==> config.mk <==
export PLATFORM = sky130hd
export DESIGN_NAME = l2_line_arbiter
export DESIGN_NICKNAME = d
export VERILOG_FILES = /design/src/rtl/l2_line_arbiter.sv
export SDC_FILE = /design/constraint.sdc
export NUM_CORES = 1
export LEC_CHECK = 0
export CAP_MARGIN = 20
export CORE_AREA = 2 2 534 536
export CTS_CLUSTER_DIAMETER = 50
export DETAILED_ROUTE_END_ITERATION = 16
export DIE_AREA = 0 0 536 538
export SLEW_MARGIN = 10
export SYNTH_ARGS = -nofsm -noshare
export SYNTH_HDL_FRONTEND = slang
export SYNTH_SLANG_ARGS = --single-unit
==> constraint.sdc <==
create_clock -name clk -period 2.89 [get_ports clk]
set_clock_uncertainty 0.15 [all_clocks]
set_input_delay 0.578 -clock clk [delete_from_list [all_inputs] [get_ports clk]]
set_output_delay 0.578 -clock clk [all_outputs]
set_load 0.02 [all_outputs]
==> src/rtl/l2_line_arbiter.sv <==
// rtl/l2_line_arbiter.sv - I/D cache arbiter onto one 256-bit line port.
// Round-robin-ish with a starvation guard that bounds D-cache grant streaks while I waits.
module l2_line_arbiter #(
    parameter int ADDR_W       = 32,
    parameter int LINE_W       = 256,
    parameter int MAX_D_STREAK = 4
) (
    input  logic              clk,
    input  logic              reset_n,
    input  logic              i_read_i,
    input  logic [ADDR_W-1:0] i_address_i,
    output logic [LINE_W-1:0] i_line_o,
    output logic              i_resp_o,
    input  logic              d_read_i,
    input  logic              d_write_i,
    input  logic [ADDR_W-1:0] d_address_i,
    input  logic [LINE_W-1:0] d_line_i,
    output logic [LINE_W-1:0] d_line_o,
    output logic              d_resp_o,
    output logic              mem_read_o,
    output logic              mem_write_o,
    output logic [ADDR_W-1:0] mem_address_o,
    output logic [LINE_W-1:0] mem_line_o,
    input  logic [LINE_W-1:0] mem_line_i,
    input  logic              mem_resp_i,
    output logic              busy_o
);

    typedef enum logic [2:0] {
        S_IDLE = 3'd0,
        S_I_RD = 3'd1,
        S_D_RD = 3'd2,
        S_D_WR = 3'd3,
        S_DONE = 3'd4
    } state_t;

    localparam logic [3:0] LP_MAX = 4'(MAX_D_STREAK);

    state_t            r_state;
    state_t            w_next_state;
    logic              r_req_d;
    logic [3:0]        r_streak;
    logic [ADDR_W-1:0] r_addr;
    logic [LINE_W-1:0] r_wline;
    logic [LINE_W-1:0] r_iline;
    logic [LINE_W-1:0] r_dline;

    logic w_d_pending;
    logic w_pick_i;
    logic w_grant_i;
    logic w_grant_d_rd;
    logic w_grant_d_wr;
    logic w_grant_d;

    assign w_d_pending = d_write_i | d_read_i;
    // I only beats a pending D request once D has used up its streak allowance.
    assign w_pick_i    = i_read_i & (~w_d_pending | (r_streak == LP_MAX));
    assign w_grant_d   = w_grant_d_rd | w_grant_d_wr;

    always_ff @(posedge clk or negedge reset_n) begin
        if (!reset_n) begin
            r_state <= S_IDLE;
        end else begin
            r_state <= w_next_state;
        end
    end

    always_comb begin
        w_next_state = r_state;
        w_grant_i    = 1'b0;
        w_grant_d_rd = 1'b0;
        w_grant_d_wr = 1'b0;
        unique case (r_state)
            S_IDLE: begin
                if (w_pick_i) begin
                    w_grant_i    = 1'b1;
                    w_next_state = S_I_RD;
                end else if (d_write_i) begin
                    w_grant_d_wr = 1'b1;
                    w_next_state = S_D_WR;
                end else if (d_read_i) begin
                    w_grant_d_rd = 1'b1;
                    w_next_state = S_D_RD;
                end
            end
            S_I_RD, S_D_RD, S_D_WR: begin
                if (mem_resp_i) begin
                    w_next_state = S_DONE;
                end
            end
            S_DONE:  w_next_state = S_IDLE;
            default: w_next_state = S_IDLE;
        endcase
    end

    always_ff @(posedge clk or negedge reset_n) begin
        if (!reset_n) begin
            r_streak <= 4'd0;
        end else if (r_state == S_IDLE) begin
            if (w_grant_i || !i_read_i) begin
                r_streak <= 4'd0;
            end else if (w_grant_d && (r_streak < LP_MAX)) begin
                r_streak <= r_streak + 4'd1;
            end
        end
    end

    // Address/data only load on a grant, so they are frozen for the whole transaction.
    always_ff @(posedge clk or negedge reset_n) begin
        if (!reset_n) begin
            r_req_d <= 1'b0;
            r_addr  <= '0;
            r_wline <= '0;
            r_iline <= '0;
            r_dline <= '0;
        end else begin
            if (w_grant_i) begin
                r_req_d <= 1'b0;
                r_addr  <= i_address_i;
            end else if (w_grant_d) begin
                r_req_d <= 1'b1;
                r_addr  <= d_address_i;
                if (w_grant_d_wr) begin
                    r_wline <= d_line_i;
                end
            end
            if (mem_resp_i && (r_state == S_I_RD)) begin
                r_iline <= mem_line_i;
            end
            if (mem_resp_i && (r_state == S_D_RD)) begin
                r_dline <= mem_line_i;
            end
        end
    end

    assign mem_read_o    = (r_state == S_I_RD) | (r_state == S_D_RD);
    assign mem_write_o   = (r_state == S_D_WR);
    assign mem_address_o = r_addr;
    assign mem_line_o    = r_wline;
    assign i_line_o      = r_iline;
    assign d_line_o      = r_dline;
    assign i_resp_o      = (r_state == S_DONE) & ~r_req_d;
    assign d_resp_o      = (r_state == S_DONE) & r_req_d;
    assign busy_o        = (r_state != S_IDLE);

endmodule

==> reports/results.txt <==
die height -> 538 um
root buf cell -> clkbuf_16
outcome -> completed
Cell Count, Final, Fillers Out -> 7265
max_slew headroom -> 0.441
Syn Area/Cell -> 16.4 sq um
Core ar. -> 283000 sq um
R2R Setup Slk -> 440 ps
GRT Util Overall -> 0.137
wire per inst -> 28.3 um
# IOs -> 1387
Max FO, Critical Path -> 2
clk_lat worst skew -> 830 ps
nets@finish -> 3947
global-route wire length before repair -> 257000 um
register area share after synthesis -> 0.666
Vias -> 23.0k
Critical Path Start Type -> flip-flop
Worst-path clk slew -> 50 ps
Worst Setup End Kind -> output pin
PwrDens -> 1280 nW/um^2
final hold violation count -> 0
critical-path cell list -> clkdlybuf4s50_1
worst min-delay path category -> input pin to flip-flop
pre-CTS WS -> 81.5 ps
CTS tree -> done
crit share post-route -> 0.970
top post-synthesis cells by area -> dfrtp_1 (67%), mux2_2 (20%), mux2_1 (8.9%)
Clock H-tree levels -> 3
largest net degree at the start of global routing -> 116
critical path depth -> 1
Synth Net Count -> 2430
Design Area, Final -> 53600 sq um
TritonCTS Sinks -> 808
worst reg2reg path depth -> 8
initial antenna violation count -> 162
Routed Antenna Nets -> 0
Cell Area, Synth -> 30400 sq um
final core occ -> 0.189
DRC -> 0
total CTS buffers -> 120
final slew viol count -> 0
die area -> 288000 sq um
Yosys top cell by area -> dfrtp_1
Hold Path Stages -> 3
final wirelength -> 205000 um
area grow syn2layout -> 76.7%
Die X -> 536 um
RSZ-0062 raised after global routing -> false
CP arrival -> 2080 ps
fmax -> 357 MHz
post-route setup TNS -> 0 ps
CP max stage cell -> clkdlybuf4s50_1
critical path required time -> 2160 ps
Yosys cell types -> 28
RD Place Congestion -> 0.920
hold slack final -> 149 ps
CP peak stage delay -> 870 ps
setup ws final -> 86.6 ps
Vias/cell -> 3.17
Longest Clk Path Bufs -> 4
CP delay by family, top -> buffers and inverters
Layout fillers -> 30.7k
layout cells sized above 1 -> 0.251
Yosys reg bits -> 808
max-cap violation count -> 0
Starting Density -> 0.107
IO buf count -> 1386
area post-placement -> 49500 sq um
buffers and inverters on the worst path -> 1
site row count -> 196
yosys warns -> 0
worst-margin pin slew -> 841 ps
share of the synthesized area in the top cell type -> 0.666
post-route minimum period -> 2800 ps
GR Overflow Total -> 0
drt initial violations -> 1066
DP Wirelength -> 178000 um
Total Power -> 68.9 mW
Placed Instances -> 7002
VDD IR-drop max -> 0.807 mV
Gate Count Post-Synth -> 1846
Leak -> 21.1 nW
CP Class -> flip-flop to output pin
Setup Fix Bufs, Post-CTS -> 0
vias in the first global route -> 24.4k
final setup vio count -> 0
DRT Pass-1 Iters -> 5
-- placed cells by master (no fill, tap or decap), types with 9 or more instances in the layout --
cell and n:
nor2_1 38, dfrtp_1 808, inv_6 15, clkdlybuf4s50_1 1311
dlygate4sd2_1 49, bufinv_16 9, clkbuf_8 9, clkbuf_1 16
mux2_1 240, a31oi_1 32, diode_2 44, buf_12 36
buf_4 90, clkbuf_16 120, clkinvlp_4 11, mux2_2 529
clkinv_4 10, nand2_1 67, clkinv_2 16
-- kinds of logic after synthesis --
group / synth area share
flops: 0.666
mux: 0.285
simple gates: 0.0163
buf+inv: 0.0215
compound gates: 0.00993
fa+ha+maj: 0.000824
-- area by class of cell --
class / instances / area (sq um) / area share
clock buffers: 145 / 3190 / 0.0594
inverters: 5 / 18.8 / 0.000350
well taps: 3762 / 4710 / 0.0878
repair buffers: 1492 / 15000 / 0.280
diodes: 44 / 110 / 0.00205
multi-input cells: 936 / 9500 / 0.177
clock inverters: 73 / 857 / 0.0160
flip-flops and latches: 808 / 20200 / 0.377
-- final timing paths --
path,startpoint,end
max,d_line_o[51],d_line_o[51]
min in group asynchronous,reset_n,i_line_o[197]
max reg2reg,r_streak[0],mem_line_o[70]
min,d_address_i[30],mem_address_o[30]
max in group asynchronous,reset_n,d_line_o[114]
min reg2reg,mem_line_o[169],mem_line_o[169]
-- flip-flops by register name, summed over array words and instances, names as in the netlist --
register	cells
r_state	3
mem_line_o	256
r_streak	4
r_req_d	1
mem_address_o	32
d_line_o	256
i_line_o	256
-- repair_timing --
| item | CTS | global route |
|---|---|---|
| resized for setup | 56 | 4 |
| endpoints found under the hold margin | 326 | 0 |
| cloned | 0 | 0 |
| hold buffers | 1 | 0 |
| endpoints found under the setup margin | 51 | 4 |
-- synthesized netlist by cell type --
master and count:
o21a_1 2, buf_2 57, nand2b_1 4, and3b_1 1
a21oi_1 4, nor3_4 1, o32ai_1 1, a31oi_1 32
mux2_2 529, inv_1 5, nand3b_4 1, dfrtp_1 808
a21boi_0 1, o21ai_0 3, clkbuf_1 11, nand2_1 67
mux2_1 240, buf_6 26, nor4_1 1, ha_1 2
buf_1 2, or2_2 1, nor2_1 41, and3_1 1
buf_4 1, a22o_1 2, o211ai_1 1, o211a_1 1
-- per-layer routing --
layer	track usage	vias up	wire length, um
met3	0.111	434	36100
met5	0	-	918
met4	0.0307	144	5150
met2	0.217	1301	91900
met1	0.140	11500	71200
li1	-	9630	-
-- report_power, final --
part | internal, mW | switching [mW] | leakage (nW)
registers | 17.1 | 3.60 | 9.58
logic | 15.4 | 18.0 | 9.55
clock network | 8.79 | 6.01 | 1.96
Note: power is estimated with default switching activity, not from simulation.
